==> config.mk <==
export PLATFORM = sky130hd
export DESIGN_NAME = sipo_deserializer
export DESIGN_NICKNAME = d
export VERILOG_FILES = /design/src/rtl/sipo_deserializer_pkg.sv /design/src/rtl/deser_out_buf.sv /design/src/rtl/sipo_deserializer.sv
export SDC_FILE = /design/constraint.sdc
export NUM_CORES = 1
export LEC_CHECK = 0
export CORE_AREA = 2 2 39 41
export DETAILED_ROUTE_END_ITERATION = 16
export DIE_AREA = 0 0 41 43
export PLACE_DENSITY = 0.71
export SYNTH_ARGS = -nofsm -noshare
export SYNTH_HDL_FRONTEND = slang
export SYNTH_HIERARCHICAL = 1
export SYNTH_SLANG_ARGS = --single-unit
==> constraint.sdc <==
create_clock -name clk -period 2.15 [get_ports clk]
set_clock_uncertainty 0.15 [all_clocks]
set_input_delay 0.5375 -clock clk [delete_from_list [all_inputs] [get_ports clk]]
set_output_delay 0.5375 -clock clk [all_outputs]
set_load 0.02 [all_outputs]
==> src/rtl/sipo_deserializer_pkg.sv <==
// ============================================================================
//  Module      : sipo_deserializer_pkg
//  Description : Bit-order constants shared by the serial receiver and the
//                parallel-load shift register, plus the output-buffer states.
//  Revision    : 1.0  initial release
// ============================================================================
`default_nettype none

package sipo_deserializer_pkg;

  // Bit order on the serial link, as seen by both ends.
  localparam int BIT_ORDER_LSB_FIRST = 1;
  localparam int BIT_ORDER_MSB_FIRST = 0;

  // One-entry output buffer occupancy.
  typedef enum logic [0:0] {
    BUF_EMPTY = 1'b0,
    BUF_FULL  = 1'b1
  } buf_state_e;

endpackage : sipo_deserializer_pkg

`default_nettype wire

==> src/rtl/deser_out_buf.sv <==
// ============================================================================
//  Module      : deser_out_buf
//  Description : One-entry valid/ready holding register for completed words,
//                with a sticky overflow flag for words dropped while full.
//  Revision    : 1.0  initial release
// ============================================================================
`default_nettype none

module deser_out_buf
  import sipo_deserializer_pkg::*;
#(
  parameter int WIDTH = 4
) (
  input  logic             clk,
  input  logic             reset,
  input  logic             word_done,
  input  logic [WIDTH-1:0] word_in,
  input  logic             out_ready,
  input  logic             clear_overflow,
  output logic [WIDTH-1:0] out_data,
  output logic             out_valid,
  output logic             overflow
);

  buf_state_e r_state;
  logic       w_drop;

  // A completion that finds the buffer occupied and not being drained is lost.
  assign w_drop = (r_state == BUF_FULL) && word_done && !out_ready;

  // Buffer state machine with registered data/valid; overflow set beats clear.
  always_ff @(posedge clk or posedge reset) begin
    if (reset) begin
      r_state   <= BUF_EMPTY;
      out_data  <= '0;
      out_valid <= 1'b0;
      overflow  <= 1'b0;
    end else begin
      case (r_state)
        BUF_EMPTY: begin
          // out_ready is irrelevant here: nothing to hand over.
          if (word_done) begin
            out_data  <= word_in;
            out_valid <= 1'b1;
            r_state   <= BUF_FULL;
          end
        end
        BUF_FULL: begin
          if (out_ready) begin
            if (word_done) begin
              // Pop and refill in one edge keeps the stream bubble-free.
              out_data <= word_in;
            end else begin
              out_valid <= 1'b0;
              r_state   <= BUF_EMPTY;
            end
          end
        end
        default: begin
          out_valid <= 1'b0;
          r_state   <= BUF_EMPTY;
        end
      endcase

      if (w_drop) begin
        overflow <= 1'b1;
      end else if (clear_overflow) begin
        overflow <= 1'b0;
      end
    end
  end

endmodule : deser_out_buf

`default_nettype wire

==> src/rtl/sipo_deserializer.sv <==
// ============================================================================
//  Module      : sipo_deserializer
//  Description : Serial-in/parallel-out receiver. Assembles WIDTH-bit words
//                from a qualified bit stream, resyncs on frame_start and
//                hands completed words to a one-entry valid/ready buffer.
//  Revision    : 1.0  initial release
// ============================================================================
`default_nettype none

module sipo_deserializer
  import sipo_deserializer_pkg::*;
#(
  parameter int WIDTH     = 4,
  parameter int LSB_FIRST = BIT_ORDER_LSB_FIRST
) (
  input  logic                     clk,
  input  logic                     reset,
  input  logic                     ser_in,
  input  logic                     ser_valid,
  input  logic                     frame_start,
  output logic [WIDTH-1:0]         out_data,
  output logic                     out_valid,
  input  logic                     out_ready,
  output logic                     overflow,
  input  logic                     clear_overflow,
  output logic [$clog2(WIDTH)-1:0] bit_cnt
);

  localparam int                c_cnt_w    = $clog2(WIDTH);
  localparam logic [c_cnt_w-1:0] c_last_bit = c_cnt_w'(WIDTH - 1);
  localparam logic [c_cnt_w-1:0] c_cnt_one  = c_cnt_w'(1);

  logic [WIDTH-1:0]   r_sreg;
  logic [c_cnt_w-1:0] r_bit_cnt;
  logic [WIDTH-1:0]   w_shift_base;
  logic [WIDTH-1:0]   w_sreg_next;
  logic               w_word_done;

  // A resync starts the new word from a clean register so no stale bits linger.
  assign w_shift_base = frame_start ? '0 : r_sreg;

  if (LSB_FIRST == BIT_ORDER_LSB_FIRST) begin : g_lsb_first
    // First bit received ends up in bit 0 after WIDTH shifts.
    assign w_sreg_next = {ser_in, w_shift_base[WIDTH-1:1]};
  end else begin : g_msb_first
    // First bit received ends up in bit WIDTH-1 after WIDTH shifts.
    assign w_sreg_next = {w_shift_base[WIDTH-2:0], ser_in};
  end

  // A resync bit is always bit 0, so it can never complete a word.
  assign w_word_done = ser_valid && !frame_start && (r_bit_cnt == c_last_bit);

  // Shift register and bit counter; holds across gaps in ser_valid.
  always_ff @(posedge clk or posedge reset) begin
    if (reset) begin
      r_sreg    <= '0;
      r_bit_cnt <= '0;
    end else if (ser_valid) begin
      r_sreg <= w_sreg_next;
      if (frame_start) begin
        r_bit_cnt <= c_cnt_one;
      end else if (w_word_done) begin
        r_bit_cnt <= '0;
      end else begin
        r_bit_cnt <= r_bit_cnt + 1'b1;
      end
    end else if (frame_start) begin
      r_sreg    <= '0;
      r_bit_cnt <= '0;
    end
  end

  assign bit_cnt = r_bit_cnt;

  deser_out_buf #(
    .WIDTH (WIDTH)
  ) u_out_buf (
    .clk            (clk),
    .reset          (reset),
    .word_done      (w_word_done),
    .word_in        (w_sreg_next),
    .out_ready      (out_ready),
    .clear_overflow (clear_overflow),
    .out_data       (out_data),
    .out_valid      (out_valid),
    .overflow       (overflow)
  );

endmodule : sipo_deserializer

`default_nettype wire
Word-level counts from Yosys, hierarchy flattened
Cells that the tools add are included.

Bits in writable memories: 0. Latch bits: 0. Register bits after elaboration: 12. Word-level logic and storage cells: 39. Bits in read-only memories: 0. Output and inout port bits: 8. Memories: 0.

Order comparisons: 0. Multiply operators: 0. Reduce and logical (&&, ||, !) cells: 9. Mux-type cells: 18. Shift-type cells: 0. Div/mod/pow operators: 0. Bitwise gates (word level): 1. Add/subtract/negate cells: 1. Equality and inequality tests: 4.

Operator list (count): 4-bit two-way mux (4); 2-bit two-way mux (4); 4-bit case mux with 2 select lines (1); 1-bit two-way mux (7); 1-bit logical AND (4); 2-bit != test, second input constant (2); 1-bit case mux with 2 select lines (2); 2-bit nonzero test (2); 3-bit AND reduction (1); 2-bit by 1-bit adder with 2-bit output, second input constant (1); 2-bit == test, second input constant (1); 1-bit zero test (2); 2-bit by 1-bit != test with 1-bit output, second input constant (1); 1-bit NOT (1).

Longest topological paths before layout
Gate-level depths: netlist of run 1.

Depth after elaboration: 6. Depth in mapped cells: 6. Gate-level depth less buffers: 6.

Cells and area by module
Netlist of run 1, hierarchy kept.

Modules (own cells, without submodules): deser_out_buf (instances 1, cells an instance 23, area each 314.1 sq um); sipo_deserializer (instances 1, cells an instance 21, area each 250.2 sq um).

Worst setup path before layout of run 1
No wires, ideal clock.

Kind: input to register. Start: input ser_valid. End: register u_out_buf.out_valid. Stages on the path: 6. Library setup time: 128 ps. Arrival time: 1373 ps. Setup slack: 499 ps. Data required time: 1872 ps. Cell sequence: buf_2 > and3b_2 > ha_1 > nand2_1 > nand2_1 > o21ai_0.

Longest elaborated chain between the ends: 4. Elaborated cells between the ends (all ways): 5.

RTL lines: from (decl) (line sipo_deserializer.sv:19) `input logic ser_valid,`; 1-bit logical AND * (2 in a row) (line sipo_deserializer.sv:51) `assign w_word_done = ser_valid && !frame_start && (r_bit_cnt == c_last_bit);`; net w_word_done (line sipo_deserializer.sv:37) `logic w_word_done;`; 2-bit != test (no line) / 2-bit by 1-bit != test with 1-bit output (equally long branches); 3-bit AND reduction (no line) *; to (signal assigned) (line deser_out_buf.sv:44) `out_valid <= 1'b1;`; to (signal assigned) (line deser_out_buf.sv:54) `out_valid <= 1'b0;`; to (signal assigned) (line deser_out_buf.sv:60) `out_valid <= 1'b0;`; to (decl) (line deser_out_buf.sv:21) `output logic out_valid,`.

Mark *: on every way through the listed nets, which the timed path passes. The rest lies on a longest branch. A chain may end at the register's enable or synchronous reset.

Final worst setup path of run 1
Start: register r_bit_cnt[0], in the netlist bit_cnt[0]. End: output bit_cnt[0].

RTL lines: from (decl) (line sipo_deserializer.sv:34) `logic [c_cnt_w-1:0] r_bit_cnt;`; from (signal assigned) (line sipo_deserializer.sv:61) `r_bit_cnt <= c_cnt_one;`; from (signal assigned) (line sipo_deserializer.sv:65) `r_bit_cnt <= r_bit_cnt + 1'b1;`; to (decl) (line sipo_deserializer.sv:26) `output logic [$clog2(WIDTH)-1:0] bit_cnt`.

No word-level cell between the ends.

==> impl_results.md, run 1 <==
- Yosys reg bits: 12
- Post-CTS Resized: 0
- Remaining routing DRC violations: 0
- Post-DP HPWL: 685 um
- CP Capture Type: output pin
- Fmax: 514 MHz
- Pwr dens: 806 nW/um^2
- Cts bufs inserted: 3
- RSZ-0062 raised after global routing: no
- Min Hold Slack: 339 ps
- Setup bufs post-CTS: 0
- First-pass DRT Iterations: 1
- Part of the Yosys area used for sequential elements: 53.2%
- Core Area: 1380 um^2
- Port bufs: 14
- ANT nets after route: 0
- Number of max-cap violations: 0
- Clock Path Buffers: 2
- Fin worst setup slack: 206 ps
- GRT Total Usage: 11.9%
- YS warnings: 6
- Max Slew Vio Count: 0
- Final hold violations: 0
- Sequential Area: 300 um^2
- I/O pins: 15
- Final WL: 785 um
- Vias in the first global route: 342
- Crit Path Class: reg -> out
- Worst endpoint required time: 1460 ps
- Area of the die: 1760 um^2
- Buf/Inv on CP: 1
- Final worst-path cycle share: 90.4%
- Syn Nets: 53
- Most frequent cells in the layout: clkdlybuf4s50_1 (14), dfrtp_1 (12), inv_1 (5)
- GR Overflow Total: 0
- Most common cell after layout, fill and taps aside: clkdlybuf4s50_1
- Dpl ws: 139 ps
- Netlist Area Pre-Place: 564 um^2
- Setup Viol. Count Final: 0
- Initial antenna violation count: 0
- Area grow syn2layout: 36.6%
- Num Clock Sinks: 12
- Horiz. Die Dim: 41 um
- Root buf cell: clkbuf_4
- Vias: 347
- Worst-Margin Slew: 260 ps
- Max rail drop VDD: 0.000385 V
- Starting Density: 40.8%
- Hold buffer count at CTS: 0
- Slowest cell on the critical path: clkdlybuf4s50_1
- Largest net degree at the start of global routing: 8
- Filler Cells Inserted: 129
- Max incr delay on CP: 620 ps
- Post-route setup TNS: 0 ps
- Cells along the critical path: clkdlybuf4s50_1
- Delay-heaviest family, CP: buffers and inverters
- Tightest Hold Check Type: in -> async
- Tot Pwr: 0.621 mW
- Pleak: 0.389 nW
- Syn Area/Cell: 12.8 um^2
- CP max FO: 3
- Global-route wire length before repair: 1390 um
- Worst Path Arrival: 1260 ps
- Min Tclk post-route: 1940 ps
- Routed vias/inst: 4.39
- Crit path launch type: register
- TritonCTS clock tree: done
- Status: completed
- 1st-iter DRT viols: 0
- # diodes: 0
- Wire length per cell: 9.94 um
- Netlist cell types: 19
- Layout cell share with drive strength beyond 1: 27.0%
- Clk pin slew, worst setup/hold paths: 70 ps
- Final GP Congestion: 0.641
- Multi-input gate area: 240 um^2
- Clk_lat worst skew: 260 ps
- H-tree Lvls: 1
- Mapped Cells: 44
- Die height: 43 um
- Relative slew slack: 82.6%
- Net count, final: 73
- FP Rows: 14
==> stage by stage <==
step / util, % / instance area [um^2] / instances
final: 55.7 / 771 / 79
after global routing: 55.7 / 771 / 79
after CTS: 55.7 / 771 / 79
after detailed placement: 53.1 / 734 / 75
after global placement: 53.1 / 734 / 75
after floorplan: - / 564 / 44
==> Yosys cell counts <==
library cell,count,share of area [%]
and2b_2,2,3.1
and3b_2,1,1.8
buf_2,1,0.89
dfrtp_1,12,53
ha_1,2,4.4
inv_1,5,3.3
mux2_2,1,2.0
mux2_4,4,11
mux2i_1,3,5.3
nand2_1,2,1.3
nand2_4,1,2.0
nand2b_1,1,1.1
nand2b_4,1,2.4
nor2_1,3,2.0
nor2b_2,1,1.6
o21ai_0,1,0.89
o22ai_1,1,1.1
or2b_1,1,1.3
xnor2_1,1,1.6
==> power breakdown <==
part           internal (mW)  switching (mW)  total, mW
registers              0.258          0.0199      0.278
logic                 0.0970          0.0736      0.171
clock network          0.103          0.0693      0.172
total                  0.458           0.163      0.621
==> area by class of cell <==
class                           count  share of cell area (%)
Multi-Input combinational cell     26                    31.2
Sequential cell                    12                    39.0
Timing Repair Buffer               16                    20.1
Clock buffer                        4                    4.71
Inverter                            5                    2.44
Tap cell                           16                    2.60
==> flip-flops by register name, indices dropped and copies added, names as in the netlist <==
register             flops
u_out_buf/r_state        1
r_sreg                   3
u_out_buf/out_data       4
u_out_buf/overflow       1
bit_cnt                  2
u_out_buf/out_valid      1
==> per-layer routing <==
metal	vias up	track usage (%)	part of all wire, %
li1	178	-	-
met3	0	3.14	6.4
met2	12	16.9	45
met1	157	16.3	49
met4	0	6.00	0
met5	-	0	0
==> path summary, 6_finish.rpt <==
| path | from | end | slack [ps] | depth (start not counted) |
|---|---|---|---|---|
| worst max-delay path | bit_cnt[0] | bit_cnt[0] | 210 | 1 |
| worst min-delay path | reset | r_sreg[2] | 340 | 2 |
| min in group clk | u_out_buf/out_valid | u_out_buf/out_valid | 340 | 2 |
| worst min register to register | u_out_buf/out_valid | u_out_buf/out_valid | 340 | 2 |
| worst max register to register | bit_cnt[0] | u_out_buf/out_valid | 590 | 6 |
| max in group asynchronous | reset | u_out_buf/overflow | 1270 | 2 |
==> logic make-up (layout without fill, tap and decap cells) <==
kind of cell               Yosys count  in the layout  synth area share [%]
buffers and inverters                6             25                  4.21
adders and majority gates            2              2                  4.43
and+or+nand+nor                     13             13                  16.6
xor gates and xnor gates             1              1                  1.55
AOI/OAI and AO/OA                    2              2                  2.00
DFF                                 12             12                  53.2
muxes                                8              8                  18.0
Note: power is estimated with default switching activity, not from simulation.
==> inputs of run 2 (changes only) <==
- CORE_AREA: 2 2 39 41 -> 10 10 47 49
- DIE_AREA: 0 0 41 43 -> 0 0 57 59
==> run 2 against run 1 <==
  * Critical endpoint unchanged
  * Critical path type unchanged
  * Core utilization fell by 0.70 points
  * Combinational power about the same
  * Count of clock-buffer cells in the layout is the same
  * Global-route usage down 5.1 points
  * Power increased by 0.43%
==> impl_results.md, run 2 (same netlist as run 1, synthesis figures left out) <==
- Relative slew slack: 82.8% (+0.20 points)
- Num Clock Sinks: 12 (unchanged)
- GRT Total Usage: 6.82% (-5.1 points)
- # diodes: 0 (unchanged)
- Pleak: 0.389 nW (unchanged)
- Cts bufs inserted: 3 (unchanged)
- CP Capture Type: output pin
- Final GP Congestion: 0.673 (+5.1%)
- Delay-heaviest family, CP: buffers and inverters
- R2R setup slack: 570 ps (-20 ps)
- Most frequent cells in the layout: clkdlybuf4s50_1 (14), dfrtp_1 (12), inv_1 (5)
- Starting Density: 40.3% (-0.51 points)
- Worst r2r dst: u_out_buf/out_valid
- R2R depth: 6 (unchanged)
- Fin worst setup slack: 196 ps (-9.86 ps)
- Slowest cell on the critical path: clkdlybuf4s50_1
- Initial antenna violation count: 0 (unchanged)
- Clk_lat worst skew: 260 ps (about the same)
- Post-route setup TNS: 0 ps (unchanged)
- Remaining routing DRC violations: 0 (unchanged)
- Max incr delay on CP: 620 ps (about the same)
- Buf/Inv on CP: 1 (unchanged)
- Max Slew Vio Count: 0 (unchanged)
- Max reg flops: 4 (unchanged)
- Max rail drop VDD: 0.000423 V (+9.8%)
- CP max FO: 3 (unchanged)
- Cells along the critical path: clkdlybuf4s50_1
- Wire length per cell: 12.5 um (+26%)
- Crit Path Class: reg -> out
- Final WL: 991 um (+26%)
- Worst endpoint required time: 1460 ps (about the same)
- Worst-Margin Slew: 257 ps (-2.97 ps)
- Vias in the first global route: 405 (+18%)
- Hold buffer count at CTS: 0 (unchanged)
- Final worst-path cycle share: 90.9% (+0.46 points)
- Clock Path Buffers: 2 (unchanged)
- Vias: 360 (+3.7%)
- Number of max-cap violations: 0 (unchanged)
- GR Overflow Total: 0 (unchanged)
- Clk pin slew, worst setup/hold paths: 70 ps (about the same)
- Worst Path Arrival: 1270 ps (about the same)
- First-pass DRT Iterations: 2 (+1)
- H-tree Lvls: 1 (unchanged)
- Setup bufs post-CTS: 0 (unchanged)
- Layout cell share with drive strength beyond 1: 27.0% (unchanged)
- Setup Viol. Count Final: 0 (unchanged)
- 1st-iter DRT viols: 2 (+2)
- FP Rows: 14 (unchanged)
- Largest net degree at the start of global routing: 8 (unchanged)
- Reg-to-Reg Start: bit_cnt[0]
- Fmax: 512 MHz (-0.50%)
- Net count, final: 73 (unchanged)
- Switching power: 0.165 mW (+1.6%)
- Internal power: 0.458 mW (about the same)
- Dpl ws: 127 ps (-12.8 ps)
- Routed vias/inst: 4.56 (+3.7%)
- Core Area: 1400 um^2 (+1.3%)
- RSZ-0062 raised after global routing: no
- Global-route wire length before repair: 1770 um (+27%)
- ANT nets after route: 0 (unchanged)
- Port bufs: 14 (unchanged)
- Post-DP HPWL: 858 um (+25%)
- Area of the die: 3360 um^2 (+91%)
- Clock power share: 27.6% (about the same)
- Final hold violations: 0 (unchanged)
- Min Tclk post-route: 1950 ps (+9.86 ps)
- Area grow syn2layout: 36.6% (unchanged)
- Crit path launch type: register
- Sw Share: 26.5% (+0.31 points)
- Most common cell after layout, fill and taps aside: clkdlybuf4s50_1
- Root buf cell: clkbuf_4
- Die height: 59 um (+37%)
- Status: completed
- Largest Register: u_out_buf/out_data
- Share of power burned in registers: 44.6% (-0.2 points)
- Combinational power share: 27.8% (+0.3 points)
- TritonCTS clock tree: done
- Tightest Hold Check Type: in -> async
- Horiz. Die Dim: 57 um (+39%)
- I/O pins: 15 (unchanged)
- Post-CTS Resized: 0 (unchanged)
- Pwr dens: 809 nW/um^2 (+0.43%)
[run 2: how the worst max path moves through the flow]
stage,depth (start not counted),startpoint,to
6_report,1,bit_cnt[0],bit_cnt[0]
5_1_grt,1,bit_cnt[0],bit_cnt[0]
4_1_cts,1,bit_cnt[0],bit_cnt[0]
3_5_place_dp,6,frame_start,u_out_buf/out_valid
3_3_place_gp,6,frame_start,u_out_buf/out_valid
2_1_floorplan,6,ser_valid,u_out_buf/out_valid
[run 2: power by group through the flow]
stage	clock network, mW	registers [mW]	logic (mW)
floorplan	0	0.317	0.0561
global placement	0	0.282	0.174
detailed placement	0	0.283	0.177
CTS	0.179	0.279	0.177
global route	0.193	0.285	0.188
finish	0.172	0.278	0.173
[run 2: layout make-up]
type,instances,area [um^2]
fill,136,631
sequential,12,300
multi-input combinational,26,240
timing repair buffer,16,155
clock buffer,4,36.3
tap,16,20.0
inverter,5,18.8
[run 2: per-layer routing]
layer / part of all wire, % / global-route usage (%) / up-vias / wire length (um)
li1: - / - / 183 / -
met1: 39 / 6.73 / 165 / 390
met2: 49 / 10.4 / 10 / 481
met3: 11 / 4.08 / 2 / 109
met4: 0.91 / 5.03 / 0 / 9
met5: 0 / 0 / - / 0
[run 2: through the flow]
step	total power [mW]	util (%)	hold slack, ps	cell area [um^2]	cells
2_1_floorplan	0.373	-	166	564	44
6_report	0.624	55.0	344	771	79
4_1_cts	0.635	55.0	351	771	79
3_5_place_dp	0.460	52.4	339	734	75
5_1_grt	0.665	55.0	363	771	79
3_3_place_gp	0.456	52.4	315	734	75
